**src/rtl/lcd_pkg.sv**
```systemverilog
// Shared constants and state encodings for the HD44780 character LCD driver.
package lcd_pkg;

   localparam logic [7:0] CMD_FUNC_8B2L = 8'h38;
   localparam logic [7:0] CMD_DISP_ON   = 8'h0C;
   localparam logic [7:0] CMD_ENTRY_INC = 8'h06;
   localparam logic [7:0] CMD_CLEAR     = 8'h01;
   localparam logic [7:0] CMD_LINE1     = 8'h80;
   localparam logic [7:0] CMD_LINE2     = 8'hC0;

   localparam logic [5:0] INIT_LAST  = 6'd3;
   localparam logic [5:0] FRAME_LAST = 6'd33;
   localparam logic [5:0] LINE2_STEP = 6'd17;

   typedef enum logic [1:0] {
      ST_POWERUP,
      ST_INIT,
      ST_FRAME,
      ST_GAP
   } state_t;

   typedef enum logic [1:0] {
      X_IDLE,
      X_SETUP,
      X_EHIGH,
      X_HOLD
   } xstate_t;

   function automatic int max2(input int a, input int b);
      return (a > b) ? a : b;
   endfunction

   function automatic logic [7:0] init_cmd(input logic [1:0] idx);
      logic [7:0] c;
      case (idx)
         2'd0:    c = CMD_FUNC_8B2L;
         2'd1:    c = CMD_DISP_ON;
         2'd2:    c = CMD_ENTRY_INC;
         default: c = CMD_CLEAR;
      endcase
      return c;
   endfunction

endpackage

```
**src/rtl/lcd_xfer.sv**
```systemverilog
// Single LCD bus transfer: SETUP -> E_HIGH -> HOLD, with a one-cycle done pulse.
module lcd_xfer
   import lcd_pkg::*;
#(
   parameter int SETUP_CYCLES   = 2,
   parameter int E_PULSE_CYCLES = 12,
   parameter int CMD_CYCLES     = 2000,
   parameter int CLEAR_CYCLES   = 82000
) (
   input  logic       clk,
   input  logic       rst_n,
   input  logic       start,
   input  logic       rs,
   input  logic [7:0] data,
   input  logic       long_wait,
   output logic       lcd_e,
   output logic       lcd_rs,
   output logic [7:0] lcd_data,
   output logic       done
);

   localparam int MAXC = max2(max2(SETUP_CYCLES, E_PULSE_CYCLES),
                              max2(CMD_CYCLES, CLEAR_CYCLES));
   localparam int CW = $clog2(MAXC + 1);

   localparam logic [CW-1:0] LOAD_AT    = CW'(SETUP_CYCLES - 2);
   localparam logic [CW-1:0] SETUP_LAST = CW'(SETUP_CYCLES - 1);
   localparam logic [CW-1:0] E_LAST     = CW'(E_PULSE_CYCLES - 1);
   localparam logic [CW-1:0] CMD_LAST   = CW'(CMD_CYCLES - 1);
   localparam logic [CW-1:0] CLR_LAST   = CW'(CLEAR_CYCLES - 1);

   xstate_t       st, st_d;
   logic [CW-1:0] cnt, cnt_d;
   logic          long_q, long_d;
   logic          e_d, rs_d, done_d;
   logic [7:0]    data_d;

   always_ff @(posedge clk or negedge rst_n) begin
      if (!rst_n) begin
         st       <= X_IDLE;
         cnt      <= '0;
         long_q   <= 1'b0;
         lcd_e    <= 1'b0;
         lcd_rs   <= 1'b0;
         lcd_data <= 8'h00;
         done     <= 1'b0;
      end else begin
         st       <= st_d;
         cnt      <= cnt_d;
         long_q   <= long_d;
         lcd_e    <= e_d;
         lcd_rs   <= rs_d;
         lcd_data <= data_d;
         done     <= done_d;
      end
   end

   always_comb begin
      st_d   = st;
      cnt_d  = cnt;
      long_d = long_q;
      e_d    = lcd_e;
      rs_d   = lcd_rs;
      data_d = lcd_data;
      done_d = 1'b0;
      unique case (st)
         X_IDLE: begin
            if (start) begin
               st_d   = X_SETUP;
               cnt_d  = '0;
               rs_d   = rs;
               long_d = long_wait;
            end
         end
         X_SETUP: begin
            cnt_d = cnt + 1'b1;
            // data is captured one cycle late so bus has settled after addr moved
            if (cnt == LOAD_AT) data_d = data;
            if (cnt == SETUP_LAST) begin
               st_d  = X_EHIGH;
               cnt_d = '0;
               e_d   = 1'b1;
            end
         end
         X_EHIGH: begin
            cnt_d = cnt + 1'b1;
            if (cnt == E_LAST) begin
               st_d  = X_HOLD;
               cnt_d = '0;
               e_d   = 1'b0;
            end
         end
         X_HOLD: begin
            cnt_d = cnt + 1'b1;
            if (cnt == (long_q ? CLR_LAST : CMD_LAST)) begin
               st_d   = X_IDLE;
               cnt_d  = '0;
               done_d = 1'b1;
            end
         end
      endcase
   end

endmodule

```
**src/rtl/lcd_driver.sv**
```systemverilog
// HD44780 16x2 driver: power-up wait, init commands, then continuous redraw
module lcd_driver
   import lcd_pkg::*;
#(
   parameter int POWERUP_CYCLES = 750000,
   parameter int SETUP_CYCLES   = 2,
   parameter int E_PULSE_CYCLES = 12,
   parameter int CMD_CYCLES     = 2000,
   parameter int CLEAR_CYCLES   = 82000,
   parameter int REFRESH_CYCLES = 500000
) (
   input  logic       clk,
   input  logic       rst_n,
   input  logic       refresh,
   output logic [4:0] addr,
   input  logic [7:0] bus,
   output logic       lcd_e,
   output logic       lcd_rs,
   output logic       lcd_rw,
   output logic [7:0] lcd_data,
   output logic       init_done,
   output logic       busy
);

   localparam int TOP_MAX = max2(POWERUP_CYCLES, REFRESH_CYCLES);
   localparam int TW = $clog2(TOP_MAX + 1);

   localparam logic [TW-1:0] PU_LAST  = TW'(POWERUP_CYCLES - 1);
   localparam logic [TW-1:0] GAP_LAST = TW'(REFRESH_CYCLES - 1);

   state_t        st, st_d;
   logic [TW-1:0] cnt, cnt_d;
   logic [5:0]    step, step_d;
   logic          inflight, inflight_d;
   logic          pend, pend_d;
   logic          init_done_d, busy_d;
   logic [4:0]    addr_d;
   logic          cur_char, cur_char_d;
   logic [7:0]    cur_cmd, cur_cmd_d;

   logic          start, start_rs, start_long;
   logic          f_char;
   logic [7:0]    f_cmd;
   logic [4:0]    f_addr;
   logic [7:0]    x_data;
   logic          x_done;

   assign x_data = cur_char ? bus : cur_cmd;

   lcd_xfer #(
      .SETUP_CYCLES   (SETUP_CYCLES),
      .E_PULSE_CYCLES (E_PULSE_CYCLES),
      .CMD_CYCLES     (CMD_CYCLES),
      .CLEAR_CYCLES   (CLEAR_CYCLES)
   ) u_xfer (
      .clk       (clk),
      .rst_n     (rst_n),
      .start     (start),
      .rs        (start_rs),
      .data      (x_data),
      .long_wait (start_long),
      .lcd_e     (lcd_e),
      .lcd_rs    (lcd_rs),
      .lcd_data  (lcd_data),
      .done      (x_done)
   );

   always_ff @(posedge clk or negedge rst_n) begin
      if (!rst_n) begin
         st        <= ST_POWERUP;
         cnt       <= '0;
         step      <= '0;
         inflight  <= 1'b0;
         pend      <= 1'b0;
         init_done <= 1'b0;
         busy      <= 1'b1;
         addr      <= '0;
         cur_char  <= 1'b0;
         cur_cmd   <= 8'h00;
         lcd_rw    <= 1'b0;
      end else begin
         st        <= st_d;
         cnt       <= cnt_d;
         step      <= step_d;
         inflight  <= inflight_d;
         pend      <= pend_d;
         init_done <= init_done_d;
         busy      <= busy_d;
         addr      <= addr_d;
         cur_char  <= cur_char_d;
         cur_cmd   <= cur_cmd_d;
         lcd_rw    <= 1'b0;
      end
   end

   // frame step 0: line-1 cmd, 1..16: chars 0..15, 17: line-2 cmd, 18..33: chars 16..31
   always_comb begin
      f_char = 1'b0;
      f_cmd  = CMD_LINE1;
      f_addr = addr;
      unique case (1'b1)
         (step == 6'd0): f_cmd = CMD_LINE1;
         (step == LINE2_STEP): f_cmd = CMD_LINE2;
         (step inside {[6'd1:6'd16]}): begin
            f_char = 1'b1;
            f_addr = 5'(step - 6'd1);
         end
         default: begin
            f_char = 1'b1;
            f_addr = 5'(step - 6'd2);
         end
      endcase
   end

   always_comb begin
      st_d        = st;
      cnt_d       = cnt;
      step_d      = step;
      inflight_d  = inflight;
      pend_d      = pend | refresh;
      init_done_d = init_done;
      busy_d      = busy;
      addr_d      = addr;
      cur_char_d  = cur_char;
      cur_cmd_d   = cur_cmd;
      start       = 1'b0;
      start_rs    = 1'b0;
      start_long  = 1'b0;
      unique case (st)
         ST_POWERUP: begin
            cnt_d = cnt + 1'b1;
            if (cnt == PU_LAST) begin
               st_d   = ST_INIT;
               cnt_d  = '0;
               step_d = '0;
            end
         end
         ST_INIT: begin
            if (!inflight) begin
               start      = 1'b1;
               start_long = (init_cmd(step[1:0]) == CMD_CLEAR);
               inflight_d = 1'b1;
               cur_char_d = 1'b0;
               cur_cmd_d  = init_cmd(step[1:0]);
            end else if (x_done) begin
               inflight_d = 1'b0;
               if (step == INIT_LAST) begin
                  st_d        = ST_FRAME;
                  step_d      = '0;
                  init_done_d = 1'b1;
               end else begin
                  step_d = step + 1'b1;
               end
            end
         end
         ST_FRAME: begin
            if (!inflight) begin
               start      = 1'b1;
               start_rs   = f_char;
               inflight_d = 1'b1;
               cur_char_d = f_char;
               cur_cmd_d  = f_cmd;
               if (f_char) addr_d = f_addr;
            end else if (x_done) begin
               inflight_d = 1'b0;
               if (step == FRAME_LAST) begin
                  st_d   = ST_GAP;
                  step_d = '0;
                  cnt_d  = '0;
                  busy_d = 1'b0;
               end else begin
                  step_d = step + 1'b1;
               end
            end
         end
         ST_GAP: begin
            cnt_d = cnt + 1'b1;
            if (pend || refresh || cnt == GAP_LAST) begin
               st_d   = ST_FRAME;
               cnt_d  = '0;
               pend_d = 1'b0;
               busy_d = 1'b1;
            end
         end
      endcase
   end

endmodule

```
**config.mk**
```make
export PLATFORM = sky130hd
export DESIGN_NAME = lcd_driver
export DESIGN_NICKNAME = d
export VERILOG_FILES = /design/src/rtl/lcd_pkg.sv /design/src/rtl/lcd_xfer.sv /design/src/rtl/lcd_driver.sv
export SDC_FILE = /design/constraint.sdc
export NUM_CORES = 1
export LEC_CHECK = 0
export CORE_MARGIN = 8
export CORE_UTILIZATION = 44
export CTS_CLUSTER_SIZE = 14
export DETAILED_ROUTE_END_ITERATION = 16
export GPL_TIMING_DRIVEN = 0
export PLACE_DENSITY = 0.63
export SLEW_MARGIN = 10
export SYNTH_ARGS = -nofsm -noshare
export SYNTH_HDL_FRONTEND = slang
export SYNTH_SLANG_ARGS = --single-unit
```
**constraint.sdc**
```tcl
create_clock -name clk -period 5.3 [get_ports clk]
set_input_delay 1.06 -clock clk [delete_from_list [all_inputs] [get_ports clk]]
set_output_delay 1.06 -clock clk [all_outputs]
set_load 0.01 [all_outputs]
```
## Word-level counts from Yosys, hierarchy flattened

Cells that the tools add are included.
Widths: inputs -> output; s select.

| storage, ports and cells | value |
|---|---|
| bits in registers | 77 |
| output and inout port bits | 18 |
| word-level logic and storage cells | 150 |

| cells by class | value |
|---|---|
| add/subtract/negate cells | 5 |
| magnitude comparators | 2 |
| eq/ne operators | 31 |
| multiplexer cells | 66 |
| bitwise gates (word level) | 3 |
| reduce and logical (&&, ||, !) cells | 26 |

Operators with widths:

| cell | number |
|---|---|
| $mux 20 | 5 |
| $mux 17 | 5 |
| $pmux 17 s4 | 1 |
| $pmux 20 s3 | 1 |
| $mux 6 | 7 |
| $pmux 6 s3 | 2 |
| $mux 8 | 4 |
| $mux 2 | 12 |
| $mux 1 | 21 |
| $add 20x1->20 const B | 1 |
| $eq 20x19->1 const B | 1 |
| $eq 20x20->1 const B | 1 |
| $ne 2x2->1 const B | 9 |
| $add 17x1->17 const B | 1 |
| $eq 17x1->1 const B | 1 |
| $eq 17x17->1 | 1 |
| $eq 17x4->1 const B | 1 |
| $logic_not 17->1 | 1 |
| $pmux 2 s4 | 2 |
| $pmux 8 s2 | 1 |
| $reduce_and 4->1 | 3 |
| $eq 2x2->1 const B | 5 |
| $ne 2x1->1 const B | 5 |
| $reduce_and 3->1 | 3 |
| 26 further kinds | 39 |

## Logic depth before layout (Yosys ltp)

| logic depth | value |
|---|---|
| depth after elaboration | 7 |
| depth in mapped cells | 9 |
| gate-level depth less buffers | 8 |

## Hierarchy

From an unflattened synthesis, not the netlist that was laid out.

| second synthesis, totals | value |
|---|---|
| cell total of the unflattened synthesis | 479 |
| area total of the unflattened synthesis | 4525.6 um^2 |

By module, submodules not included:

| module | instances | cells each | area an instance (um^2) |
|---|---|---|---|
| lcd_driver | 1 | 301 | 2740.1 |
| lcd_xfer | 1 | 178 | 1785.5 |

## Least setup slack after synthesis

OpenSTA, ideal clock, no wires.

| path | value |
|---|---|
| path kind | register to register |
| start | register u_xfer.cnt[0] |
| end | register u_xfer.st[1] |
| arrival | 2.158 ns |
| path slack | 3.017 ns |
| stages on the path, launching flop included | 7 |
| path buffers | 0 |
| clock period less this slack | 2.283 ns |
| path through | dfrtp_1 ha_1 or4bb_1 o41ai_1 nand2_1 or3_4 mux2_4 |

| between the ends | value |
|---|---|
| cells in the longest elaborated chain, start to end | 3 |
| elaborated cells on any way between the ends | 7 |

Ends and longest elaborated chain:

| element | line | RTL |
|---|---|---|
| start: declaration | lcd_xfer.sv:33 | `logic [CW-1:0] cnt, cnt_d;` |
| start signal: assignment | lcd_xfer.sv:49 | `cnt <= cnt_d;` |
| $eq 17x17->1, or another cell as far along | lcd_xfer.sv:95 | `if (cnt == (long_q ? CLR_LAST : CMD_LAST)) begin` |
| $ne 2x1->1 (no source line) | - |  |
| $reduce_and 4->1 (no source line) (*) | - |  |
| end signal: assignment | lcd_xfer.sv:48 | `st <= st_d;` |
| end: declaration | lcd_xfer.sv:32 | `xstate_t st, st_d;` |

Mark *: on every way between the ends. The rest lies on a longest branch, timed or not.
A chain may end at the register's enable or synchronous reset.

## Final worst setup path

| path | value |
|---|---|
| start | input refresh |
| end | register cnt[16] |

| between the ends | value |
|---|---|
| cells in the longest elaborated chain, start to end | 4 |

Ends and longest elaborated chain:

| element | line | RTL |
|---|---|---|
| start: declaration | lcd_driver.sv:14 | `input logic refresh,` |
| $logic_or 1x1->1 (2 in series) | lcd_driver.sv:178 | `if (pend \|\| refresh \|\| cnt == GAP_LAST) begin` |
| $mux 20 | lcd_driver.sv:178 |  |
| $pmux 20 s3 | lcd_driver.sv:129 | `unique case (st)` |
| end signal: assignment | lcd_driver.sv:83 | `cnt <= cnt_d;` |
| end: declaration | lcd_driver.sv:32 | `logic [TW-1:0] cnt, cnt_d;` |

Every way passes these cells.

==> out/qor.yml <==
placement:
  dp.final_hpwl_um: 7090
  dp.cells: 642
  gp_congestion: 0.814
  io_buffers: 27
setup_path:
  arrival_ps: 2860
  cp-end-kind: "register"
  worstSetupPathType: "input pin to register"
  critPathRequiredTime_ps: 5530
  startpoint_type: "input pin"
  cp_max_fo: 10
clocking:
  numCtsBuffers: 9
  cts_hold_buf: 0
  cts.clk_slew.worst_paths_ps: 80
  post_cts_resized: 0
  tritoncts: "yes"
  clock-sinks: 76
  h-tree-depth: 3
  post_cts.repair.setup_buffers: 0
  clock-root-buffer: "clkbuf_8"
  clkLatencyLatePin_ps: 340
  clockBufferDepth: 2
yosys:
  synth-main-ff-cell: "dfrtp_1"
  yosysTopAreaCell: "dfrtp_1"
  synth_nets: 514
  synthCells: 481
  yosysWarnings: 0
  synth_most_common_cell: "dfrtp_1"
  synth_commonest_cells: "75 x dfrtp_1, 66 x nand2_1, 45 x nor2_1"
  synthArstFlopShare_pct: 100
  synthTopCellsByArea: "dfrtp_1 43%, ha_1 6.3%, nand2_1 5.7%"
  synth_seq_cells: 76
  synth_top_area_share_pct: 43.0
  synth-edff-count: 0
  netlist_area_um2: 4360
  ys_types: 62
  seq_area_frac_synth_pct: 43.6
  synth_area_per_cell_um2: 9.07
floorplanning:
  dieArea_um2: 13400
  ios: 29
  die_h_um: 116
  fp.coreArea_um2: 9680
  start_util_pct: 45.1
  rows: 36
  die_x_um: 116
finish:
  regArea_um2: 1900
  multi_input_area_um2: 2310
  stdcell_count: 658
  diodes: 0
  drive_gt1_share_pct: 7.43
  areaGrowthSynthToFinish_pct: 15.2
  fin_nets: 553
  fill_cells: 919
grt:
  antenna_found_initial: 0
  first_global_vias: 3497
  globalRouteOverflowTotal: 0
  track_usage_pct: 15.3
  grt_pass1_wl_um: 16400
  grt_max_degree: 47
sta:
  final-hold-violation-count: 0
  rsz0062_at_grt: "false"
  whs_ps: 477
  finClkSkew_ps: 10.7
  setup_violations: 0
  fin_crit_ps: 2640
  tightest_slew_ps: 886
  slew_headroom_pct: 40.6
  max_freq_ghz: 0.379
  slew_viol_final: 0
  fin_tns_setup_ps: 0
  finalCritPeriodShare_pct: 49.7
run:
  drv_cap: 0
power:
  power_density_nw_per_um2: 426
  leakage_nw: 2.21
  ir_drop_uv: 212
hold_path:
  hold_class: "register to register"
status:
  run_status: "complete, no violations"
routing:
  dr_total_vias: 3551
  final_antenna_net_count: 0
  drc: 0
  initialDrtViolationCount: 154
  wl_per_cell_um: 14.4
  routed_via_density: 5.40
  routed_wl_um: 9500
  drt-pass1-iter-count: 4
==> where the power goes <==
group          leakage, nW  internal [mW]  switching [mW]  total (mW)
Clock                0.102          0.242           0.205       0.447
Sequential            1.01          0.675          0.0738       0.748
Combinational         1.10          0.381           0.567       0.948
==> placed cells by master (no fill, tap or decap), drive strengths merged, types with 7 or more instances in the layout <==
| cell | count |
|---|---|
| a21oi | 16 |
| a22o | 12 |
| and2 | 8 |
| and3 | 14 |
| buf | 9 |
| clkbuf | 22 |
| clkdlybuf4s50 | 26 |
| dfrtp | 75 |
| ha | 22 |
| inv | 18 |
| mux2i | 10 |
| nand2 | 66 |
| nand3 | 21 |
| nand4 | 10 |
| nor2 | 46 |
| nor2b | 7 |
| nor3 | 8 |
| o21ai | 46 |
| or4 | 9 |
| xnor2 | 9 |
| xor2 | 7 |
==> final timing paths <==
check	cells past startpoint	endpoint	slack (ps)	start
max	8	cnt[16]	2660	refresh
max reg2reg	8	u_xfer.cnt[12]	2660	u_xfer.cnt[0]
max in group asynchronous	2	u_xfer.cnt[3]	4090	rst_n
min	2	u_xfer.lcd_data[0]	480	u_xfer.lcd_data[0]
min in group asynchronous	1	cnt[8]	640	rst_n
min reg2reg	2	u_xfer.lcd_data[0]	480	u_xfer.lcd_data[0]
==> kinds of logic after synthesis <==
group	count (synthesis)	share of synthesized area, %
AOI/OAI and AO/OA	106	15.8
xor gates and xnor gates	16	3.21
adders and majority gates	22	6.31
buffers and inverters	35	3.38
DFF	76	43.6
muxes	13	3.15
other	1	0.0859
and+or+nand+nor	212	24.4
==> per-stage QoR <==
| stage | power (mW) | setup slack, ps | util (%) | cell area [µm²] |
|---|---|---|---|---|
| finish | 2.14 | 2660 | 51.9 | 5030 |
| global route | 2.31 | 2410 | 51.9 | 5030 |
| CTS | 2.17 | 2650 | 51.9 | 5030 |
| detailed placement | 1.72 | 2310 | 49.8 | 4830 |
| global placement | 1.69 | 456 | 49.6 | 4800 |
| floorplan | 1.40 | 3020 | - | 4360 |
==> sequential cells by signal, indices dropped and copies added (netlist names) <==
register / count
u_xfer.cnt: 17
u_xfer.long_q: 1
cur_char: 1
cur_cmd: 7
busy: 1
st: 2
inflight: 1
u_xfer.lcd_e: 1
u_xfer.lcd_rs: 1
step: 6
u_xfer.done: 1
addr: 5
pend: 1
init_done: 1
u_xfer.st: 2
u_xfer.lcd_data: 8
cnt: 20
==> routing by layer <==
layer | share of wire (%) | vias up | track usage, %
met5 | 0 | - | 0
met1 | 47 | 1704 | 18.9
li1 | - | 1792 | -
met3 | 3.4 | 7 | 2.55
met2 | 49 | 48 | 26.1
met4 | 0.97 | 0 | 5.43
==> critical path, stage by stage <==
cell	delay (ps)
clkdlybuf4s50_1	480
nor2_1	60
nand2_1	60
a31oi_1	50
a21oi_1	540
and2_1	300
buf_2	240
nor2_1	70
==> area by class of cell <==
class	count	share of cell area [%]
multi-input combinational	370	46.0
sequential	76	37.8
timing repair buffer	28	5.87
tap	133	3.31
clock buffer	12	3.09
buffer	17	1.59
inverter	18	1.34
clock inverter	4	0.946
Note: power is estimated with default switching activity, not from simulation.
